### config.mk
export PLATFORM = sky130hd
export DESIGN_NAME = binary_to_gray
export DESIGN_NICKNAME = d
export VERILOG_FILES = /design/src/rtl/binary_to_gray.sv
export SDC_FILE = /design/constraint.sdc
export NUM_CORES = 1
export LEC_CHECK = 0
export ABC_AREA = 1
export ABC_CLOCK_PERIOD_IN_PS = 850
export CAP_MARGIN = 40
export CORE_AREA = 4 4 41 43
export DETAILED_ROUTE_END_ITERATION = 12
export DIE_AREA = 0 0 45 47
export PLACE_DENSITY = 0.67
export SETUP_SLACK_MARGIN = 0.02
export SYNTH_ARGS = -nofsm -noshare
export SYNTH_HDL_FRONTEND = slang
export SYNTH_SLANG_ARGS = --single-unit
### constraint.sdc
create_clock -name clk -period 0.85 [get_ports clk]
set_input_delay 0.2125 -clock clk [delete_from_list [all_inputs] [get_ports clk]]
set_output_delay 0.2125 -clock clk [all_outputs]
set_load 0.03 [all_outputs]
### src/rtl/binary_to_gray.sv
// binary_to_gray: registered binary-to-Gray encoder with an independent
// Gray-to-binary decoder, one-cycle latency and a single valid qualifier.
// Optional macro BIN2GRAY_CHECK_EN adds a sticky round-trip error flag that
// decodes the registered Gray output and compares it with the binary input
// that produced it. Without the macro, err is tied to 0.
module binary_to_gray #(
    parameter int unsigned WIDTH = 4
) (
    input  logic             clk,
    input  logic             rst,
    input  logic             in_valid,
    input  logic [WIDTH-1:0] binary_in,
    input  logic [WIDTH-1:0] gray_in,
    output logic [WIDTH-1:0] gray_out,
    output logic [WIDTH-1:0] binary_out,
    output logic             out_valid,
    output logic             err
);

    logic [WIDTH-1:0] gray_d;
    logic [WIDTH-1:0] bin_d;
    logic [WIDTH-1:0] gray_q;
    logic [WIDTH-1:0] bin_q;
    logic             valid_q;

    // XOR chain from MSB downwards; each binary bit depends on all Gray bits above it
    function automatic logic [WIDTH-1:0] gray2bin(input logic [WIDTH-1:0] g);
        logic [WIDTH-1:0] b;
        b            = '0;
        b[WIDTH-1]   = g[WIDTH-1];
        for (int unsigned i = 1; i < WIDTH; i++) begin
            b[WIDTH-1-i] = b[WIDTH-i] ^ g[WIDTH-1-i];
        end
        return b;
    endfunction

    // Combinational encode and decode of the current inputs
    always_comb begin
        gray_d            = '0;
        gray_d[WIDTH-1]   = binary_in[WIDTH-1];
        for (int unsigned i = 0; i + 1 < WIDTH; i++) begin
            gray_d[i] = binary_in[i+1] ^ binary_in[i];
        end
        bin_d = gray2bin(gray_in);
    end

    // Output register: capture on valid, hold data otherwise, reset wins
    always_ff @(posedge clk) begin
        if (rst) begin
            gray_q  <= '0;
            bin_q   <= '0;
            valid_q <= 1'b0;
        end else begin
            valid_q <= in_valid;
            if (in_valid) begin
                gray_q <= gray_d;
                bin_q  <= bin_d;
            end
        end
    end

    assign gray_out   = gray_q;
    assign binary_out = bin_q;
    assign out_valid  = valid_q;

`ifdef BIN2GRAY_CHECK_EN
    logic [WIDTH-1:0] bin_copy_q;
    logic             err_q;
    logic             mismatch;

    // Round-trip comparison of the registered Gray code against its source
    always_comb begin
        mismatch = valid_q && (gray2bin(gray_q) != bin_copy_q);
    end

    // Source copy tracks the output register; err is sticky until reset
    always_ff @(posedge clk) begin
        if (rst) begin
            bin_copy_q <= '0;
            err_q      <= 1'b0;
        end else begin
            if (in_valid) begin
                bin_copy_q <= binary_in;
            end
            if (mismatch) begin
                err_q <= 1'b1;
            end
        end
    end

    assign err = err_q;
`else
    assign err = 1'b0;
`endif

endmodule

==> results.json, run 1 <==
{
  "gp_congestion": 0.807,
  "worst-setup-path-type": "reg2out",
  "cp_cell_sequence": "buf_6",
  "critPathLaunchType": "flip-flop",
  "yosys_warnings": 0,
  "drc_errors": 0,
  "grt_pass1_vias": 449,
  "synth_edf_count": 0,
  "port_buffers": 19,
  "fill_cells": 137,
  "synth_fp_nets": 75,
  "antenna_found_initial": 0,
  "total_power_mw": 1.12,
  "hold_viol_final": 0,
  "synth.top_cells.by_area": "dfxtp_1 (42%), nor2_1 (12%), nand3_1 (10%)",
  "yosys.area.top_type": "dfxtp_1",
  "finClkSkew_ns": 0,
  "peakVddDrop_mv": 0.683,
  "fp-row-count": 13,
  "die_width_um": 45,
  "grt_pass1_wl_um": 1730,
  "design_area_um2": 744,
  "dpl.hpwl_um": 769,
  "numCtsBuffers": 3,
  "fin_crit_ns": 0.928,
  "initial_core_util_pct": 33.3,
  "ys_seq_area_share_pct": 41.6,
  "drtPass1Iterations": 1,
  "slowest_delay_ns": 0.34,
  "die_area_mm2": 0.00212,
  "placed_cell_area_um2": 657,
  "synth.distinct_cells": 15,
  "violations": "negative setup slack",
  "root_buffer": "clkbuf_4",
  "synthCells": 64,
  "drtIter0Drc": 0,
  "cp_top_family": "flip-flops",
  "path_buf_inv": 1,
  "ys_seq_elements": 9,
  "cts_sinks": 9,
  "fmaxAchievable_ghz": 1.08,
  "tns_ns": -0.663,
  "maxCapViolations": 0,
  "routed_wl_um": 1050,
  "avgSynthCellArea_um2": 6.76,
  "rsz0062_at_grt": "true",
  "dr_total_vias": 467,
  "setup_ws_ns": -0.0781,
  "setup_viol": 9,
  "synth_common_cells": "nor2_1 (14), inv_1 (10), dfxtp_1 (9), nand2_1 (9), nand3_1 (9)",
  "utilization_pct": 57.2,
  "synthFlopType": "dfxtp_1",
  "grt.overflow.total": 0,
  "clk_latency_ns": 0.25,
  "diodes": 0,
  "syn_to_final_growth_pct": 72.0,
  "crit_path_end_kind": "output port",
  "ant_nets": 0,
  "cts_tree": "done",
  "wl_per_cell_um": 9.78,
  "postCtsHoldBufs": 0,
  "min_path_type": "in2reg",
  "cp.arrival_ns": 0.72,
  "syn_area_um2": 433,
  "final_nets": 104,
  "cellLeakagePower_nw": 0.413,
  "drive_above_1_share_pct": 40.2,
  "clk_pin_slew_ns": 0.06,
  "synth.top_cell.area_share_pct": 41.6,
  "grt_use_total_pct": 11.4,
  "critPathMaxFanout": 2,
  "cp_slowest_cell": "dfxtp_2",
  "maxSlewViolCount": 0,
  "synth-async-reset-ratio_pct": 0,
  "core_mm2": 0.00130,
  "required_ns": 0.64,
  "htree_levels": 1,
  "die_y_um": 47,
  "post-route-period-util_pct": 109,
  "boundaryPins": 21,
  "status": "finished with violations",
  "cts.path.max_buffers": 2,
  "grt_max_degree": 9,
  "synthMostInstantiatedCell": "nor2_1",
  "vias_per_cell": 4.36,
  "p_per_area_mw_per_mm2": 1500,
  "dpl_worst_slack_ns": -0.481
}
[repair_timing]
action | in CTS | in global routing
endpoints found under the setup margin | 18 | 13
resized for setup | 27 | 12
pin swaps | 0 | 1
gates cloned | 0 | 0
setup buffers | 0 | 0
[logic make-up (layout without fill, tap and decap cells)]
logic type / Yosys count / in the layout / synth area share [%]
xor gates and xnor gates: 3 / 3 / 6.07
AOI/OAI and AO/OA: 5 / 5 / 6.36
other: 1 / 1 / 0.866
DFF: 9 / 9 / 41.6
buffers and inverters: 14 / 42 / 14.7
and+or+nand+nor: 32 / 32 / 30.3
[sequential cells by signal, indices dropped and copies added (netlist names)]
signal / flops
binary_out: 4
gray_out: 4
out_valid: 1
[layout by cell type (no fill, tap or decap)]
cell and n:
nor2_1 14, buf_6 10, inv_1 9, dfxtp_2 9
nand3_1 7, buf_4 7, nand2_1 6, dlygate4sd2_1 4
xor2_1 3, nand2_2 3, clkbuf_4 3, o21ai_1 2
inv_2 2, nand3_2 2, clkdlybuf4s15_1 2, dlymetal6s2s_1 2
o21ai_0 1, a21oi_1 1, a211oi_1 1, conb_1 1
clkbuf_1 1, clkdlybuf4s50_1 1, clkbuf_2 1
[path summary, 6_finish.rpt]
check                           cells past startpoint  slack (ns)     endpoint         start
worst max-delay path                                1       -0.08  gray_out[0]   gray_out[0]
worst max register to register                      4        0.18  gray_out[0]   gray_out[0]
worst min-delay path                                3        0.26  gray_out[3]  binary_in[3]
worst min register to register                      2        0.47  gray_out[3]   gray_out[3]
[tightest hold or removal path: stages]
cell	delay [ns]
dlymetal6s2s_1	0.14
nand2_1	0.07
a21oi_1	0.06
[area by class of cell]
class                      instances  area [µm²]  area share [%]
timing repair buffer              27         260            35.0
multi-input combinational         41         206            27.7
sequential                         9         191            25.7
inverter                          11        41.3            5.55
clock buffer                       4        26.3            3.53
tap                               15        18.8            2.52
[per-layer routing]
layer / share of wire, % / GRT usage [%]
met5: 0 / 0
met4: 0.48 / 7.02
met1: 37 / 11.0
met2: 52 / 20.9
met3: 11 / 3.83
[per-stage QoR]
stage | instances | hold WS, ns
after global placement | 103 | 0.456
after CTS | 107 | 0.370
final | 107 | 0.262
after floorplan | 64 | 0.357
after global routing | 107 | 0.259
after detailed placement | 103 | 0.459
[where the power goes]
part / internal (mW) / switching [mW]
Combinational: 0.150 / 0.166
Clock: 0.180 / 0.142
Sequential: 0.459 / 0.0204
Total: 0.789 / 0.328
Power figures use the tool's default switching activity.
==> run 2: changes to the inputs <==
--- a/config.mk
+++ b/config.mk
@@ -5,14 +5,13 @@
 export SDC_FILE = /design/constraint.sdc
 export NUM_CORES = 1
 export LEC_CHECK = 0
-export ABC_AREA = 1
 export ABC_CLOCK_PERIOD_IN_PS = 850
 export CAP_MARGIN = 40
 export CORE_AREA = 4 4 41 43
 export DETAILED_ROUTE_END_ITERATION = 12
 export DIE_AREA = 0 0 45 47
-export PLACE_DENSITY = 0.67
 export SETUP_SLACK_MARGIN = 0.02
+export SKIP_CTS_REPAIR_TIMING = 1
 export SYNTH_ARGS = -nofsm -noshare
 export SYNTH_HDL_FRONTEND = slang
 export SYNTH_SLANG_ARGS = --single-unit
==> results.json, run 2 <==
{
  "diodes": 0,
  "multi_input_area_um2": 196,
  "boundaryPins": 21,
  "rsz0062_at_grt": "true",
  "core_mm2": 0.00130,
  "vias_per_cell": 4.37,
  "post-route-period-util_pct": 110,
  "drtIter0Drc": 5,
  "tns_ns": -0.764,
  "dpl.hpwl_um": 600,
  "grt.overflow.total": 0,
  "instances_no_fill": 81,
  "routed_wl_um": 837,
  "dpl_worst_slack_ns": -0.674,
  "yosys.area_share.adder_pct": 0,
  "root_buffer": "clkbuf_4",
  "worstReg2RegStart": "binary_out[1]",
  "yosys.area_share.xor_xnor_pct": 17.4,
  "antenna_found_initial": 0,
  "dr_total_vias": 354,
  "wl_per_cell_um": 10.3,
  "critPathLaunchType": "flip-flop",
  "clk_latency_ns": 0.26,
  "cellLeakagePower_nw": 0.349,
  "cp_top_family": "flip-flops",
  "setup_ws_ns": -0.0830,
  "ant_nets": 0,
  "synth_compound_area_share_pct": 11.2,
  "hold_viol_final": 0,
  "startpoint": "gray_out[1]",
  "drc_errors": 0,
  "maxSlewViolCount": 0,
  "required_ns": 0.64,
  "port_buffers": 19,
  "finClkSkew_ns": 0,
  "status": "finished with violations",
  "synth.distinct_cells": 15,
  "htree_levels": 1,
  "crit_path_end_kind": "output port",
  "die_width_um": 45,
  "syn_to_final_growth_pct": 88.2,
  "fp-row-count": 13,
  "yosys_warnings": 0,
  "die_area_mm2": 0.00212,
  "fmaxAchievable_ghz": 1.07,
  "violations": "negative setup slack",
  "grt_max_degree": 11,
  "drive_above_1_share_pct": 54.5,
  "seq_area_um2": 191,
  "grt_use_total_pct": 8.25,
  "synth.top_cell.area_share_pct": 47.4,
  "synth.top_cells.by_area": "dfxtp_1 (47%), xnor2_1 (9.2%), a211oi_1 (7.9%)",
  "utilization_pct": 55.0,
  "gp_congestion": 0.617,
  "die_y_um": 47,
  "peakVddDrop_mv": 0.722,
  "placedCellCount": 73,
  "final_common_cell": "buf_6",
  "min_path_type": "in2reg",
  "synth_top_family_by_area": "XOR/XNOR gates",
  "yosys.area.top_type": "dfxtp_1",
  "numCtsBuffers": 3,
  "fill_cells": 123,
  "synthFlopType": "dfxtp_1",
  "worst-setup-path-type": "reg2out",
  "cp_slowest_cell": "dfxtp_2",
  "slowest_delay_ns": 0.33,
  "clk_pin_slew_ns": 0.06,
  "maxCapViolations": 0,
  "cts.path.max_buffers": 2,
  "final_nets": 78,
  "drtPass1Iterations": 3,
  "cp.arrival_ns": 0.72,
  "p_per_area_mw_per_mm2": 1630,
  "grt_pass1_vias": 278,
  "synth-simple-area-share_pct": 9.54,
  "cts_tree": "done",
  "mostFrequentLayoutCells": "buf_6 (11), dfxtp_2 (9), buf_4 (8), nor2_1 (7)",
  "synth_mux_area_share_pct": 8.22,
  "initial_core_util_pct": 29.2,
  "synthCells": 37,
  "total_power_mw": 1.16,
  "synth-async-reset-ratio_pct": 0,
  "path_buf_inv": 1,
  "avgSynthCellArea_um2": 10.3,
  "fin_crit_ns": 0.933,
  "critPathMaxFanout": 2,
  "setup_viol": 11,
  "cts_sinks": 9,
  "synth_fp_nets": 48,
  "synth_edf_count": 0,
  "synth_common_cells": "dfxtp_1 (9), nor2_1 (8), a211oi_1 (4), xnor2_1 (4), mux2i_1 (2)",
  "cp_cell_sequence": "buf_6",
  "synthMostInstantiatedCell": "dfxtp_1",
  "syn_area_um2": 380,
  "ys_seq_elements": 9,
  "hp-start": "gray_in[3]",
  "ys_seq_area_share_pct": 47.4,
  "grt_pass1_wl_um": 1160
}
==> run 2: cell count changes in the layout (fill, tap and decap cells not counted), sizes merged, moves of 3 or more <==
cell           before  now
nor2               14    8
a211oi              1    5
nand3               9    0
inv                11    1
o21ai               3    0
clkdlybuf4s50       1    4
nand2               9    0
dlygate4sd2         4    0
xnor2               0    4
==> run 2: layout make-up <==
type	count	area share (%)
inverters	1	0.524
clock buffers	4	3.67
flip-flops and latches	9	26.7
repair buffers	28	39.0
well taps	15	2.62
multi-input cells	24	27.4
==> run 2: kinds of logic after synthesis <==
group,Yosys count
xor gates and xnor gates,6
AOI/OAI and AO/OA,5
other,1
buffers and inverters,4
DFF,9
muxes,3
and+or+nand+nor,9
==> run 2: worst paths after layout <==
path | end | cells past startpoint | slack (ns)
worst min-delay path | binary_out[3] | 4 | 0.29
worst min register to register | binary_out[3] | 2 | 0.51
worst max register to register | binary_out[1] | 3 | 0.05
worst max-delay path | gray_out[1] | 1 | -0.08
==> run 2: layer usage <==
layer  share of wire (%)  global-route usage (%)  wire length [µm]
met5                   0                       0                 0
met2                  47                    12.4               393
met3                  13                    7.66               107
met4                   0                    1.75                 0
met1                  40                    8.53               336
==> run 2: power breakdown <==
| group | switching [mW] | internal (mW) | total (mW) |
|---|---|---|---|
| combinational | 0.159 | 0.190 | 0.349 |
| sequential | 0.0202 | 0.461 | 0.482 |
| clock | 0.153 | 0.181 | 0.334 |
==> run 2: metrics by stage <==
step	instance area, µm²	hold WS [ns]
6_report	716	0.293
5_1_grt	716	0.293
4_1_cts	614	0.493
3_5_place_dp	588	0.484
3_3_place_gp	588	0.473
2_1_floorplan	380	0.360
==> run 3: changes to the inputs <==
--- a/config.mk
+++ b/config.mk
@@ -7,9 +7,9 @@
 export LEC_CHECK = 0
 export ABC_CLOCK_PERIOD_IN_PS = 850
 export CAP_MARGIN = 40
-export CORE_AREA = 4 4 41 43
+export CORE_AREA = 2 2 39 41
 export DETAILED_ROUTE_END_ITERATION = 12
-export DIE_AREA = 0 0 45 47
+export DIE_AREA = 0 0 41 43
 export SETUP_SLACK_MARGIN = 0.02
 export SKIP_CTS_REPAIR_TIMING = 1
 export SYNTH_ARGS = -nofsm -noshare
==> results.json, run 3 (synthesis results as in run 2) <==
{
  "status": "finished with violations",
  "violations": "negative setup slack",
  "critPathMaxFanout": 2,
  "hold_viol_final": 0,
  "port_buffers": 19,
  "cts.path.max_buffers": 2,
  "gp_congestion": 0.710,
  "die_y_um": 43,
  "fill_cells": 134,
  "die_area_mm2": 0.00176,
  "cp_cell_sequence": "buf_6",
  "post-route-period-util_pct": 111,
  "dpl_worst_slack_ns": -0.648,
  "syn_to_final_growth_pct": 78.3,
  "maxSlewViolCount": 0,
  "cp_num_cells": 1,
  "ant_nets": 0,
  "core_mm2": 0.00138,
  "p_sw_mw": 0.319,
  "seq_area_um2": 191,
  "final_common_cell": "buf_6",
  "worst-setup-path-type": "reg2out",
  "antenna_found_initial": 0,
  "drtIter0Drc": 0,
  "maxCapViolations": 0,
  "ff2ff_path_depth": 3,
  "grt.overflow.total": 0,
  "fmaxAchievable_ghz": 1.06,
  "instances_no_fill": 77,
  "cellLeakagePower_nw": 0.326,
  "min_path_type": "in2reg",
  "cp_top_family": "flip-flops",
  "power_frac_seq_pct": 42.6,
  "cp.arrival_ns": 0.73,
  "setup_ws_ns": -0.0910,
  "mostFrequentLayoutCells": "buf_6 (10), dfxtp_2 (9), nor2_1 (7)",
  "crit_path_end_kind": "output port",
  "grt_max_degree": 14,
  "pwr-share-comb_pct": 28.2,
  "cts_sinks": 9,
  "fin_crit_ns": 0.941,
  "numCtsBuffers": 3,
  "die_width_um": 41,
  "boundaryPins": 21,
  "critPathLaunchType": "flip-flop",
  "grt_pass1_wl_um": 1160,
  "root_buffer": "clkbuf_4",
  "clk_pin_slew_ns": 0.06,
  "p_int_mw": 0.814,
  "rsz0062_at_grt": "true",
  "multi_input_area_um2": 186,
  "drc_errors": 0,
  "initial_core_util_pct": 27.5,
  "wl_per_cell_um": 10.1,
  "path_buf_inv": 1,
  "drtPass1Iterations": 1,
  "dr_total_vias": 315,
  "required_ns": 0.64,
  "final_nets": 73,
  "rrSetupSlack_ns": 0.06,
  "grt_pass1_vias": 278,
  "cts_tree": "done",
  "cp_slowest_cell": "dfxtp_2",
  "setup_viol": 11,
  "grt_use_total_pct": 10.8,
  "peakVddDrop_mv": 0.703,
  "diodes": 0,
  "fp-row-count": 14,
  "drive_above_1_share_pct": 49.2,
  "p_per_area_mw_per_mm2": 1670,
  "slowest_delay_ns": 0.34,
  "finClkSkew_ns": 0,
  "hold_path_depth": 4,
  "vias_per_cell": 4.09,
  "placedCellCount": 73,
  "clkPwrFrac_pct": 29.3,
  "routed_wl_um": 781,
  "switching_share_pct": 28.2,
  "htree_levels": 1,
  "clk_latency_ns": 0.26
}
==> run 3: cell count changes in the layout (fill, tap and decap cells not counted), sizes merged <==
| cell | previous run | this run |
|---|---|---|
| buf | 19 | 14 |
==> run 3: path summary, 6_finish.rpt <==
| kind | from | end |
|---|---|---|
| max reg2reg | binary_out[1] | binary_out[1] |
| min reg2reg | gray_out[0] | gray_out[0] |
| max | gray_out[1] | gray_out[1] |
| min | gray_in[3] | binary_out[3] |
==> run 3: area by class of cell <==
class	count	area share, %
inverter	1	0.554
multi-input combinational	24	27.5
timing repair buffer	23	36.9
clock buffer	4	3.87
tap	16	2.95
sequential	9	28.2
==> run 3: power by group through the flow <==
stage / registers, mW / clock network (mW) / logic, mW
after floorplan: 0.543 / 0 / 0.101
after global placement: 0.479 / 0 / 0.298
after detailed placement: 0.479 / 0 / 0.299
after CTS: 0.470 / 0.352 / 0.299
after global routing: 0.485 / 0.395 / 0.341
final: 0.482 / 0.332 / 0.320
==> run 3: layer usage <==
layer,wire [µm],vias to the layer above,track usage (%)
met3,52,5,6.28
met4,32,0,10.0
met1,353,128,12.3
met2,342,15,13.1
li1,-,167,-
met5,0,-,0
==> run 3: per-stage QoR <==
stage | instance area (µm²) | power (mW) | TNS (ns) | util [%] | hold slack [ns]
after floorplan | 380 | 0.645 | -0.289 | - | 0.360
after global placement | 594 | 0.777 | -3.83 | 42.9 | 0.477
after detailed placement | 594 | 0.778 | -3.87 | 42.9 | 0.482
after CTS | 621 | 1.12 | -2.48 | 44.8 | 0.491
after global routing | 678 | 1.22 | -1.14 | 49.0 | 0.301
final | 678 | 1.13 | -0.739 | 49.0 | 0.292
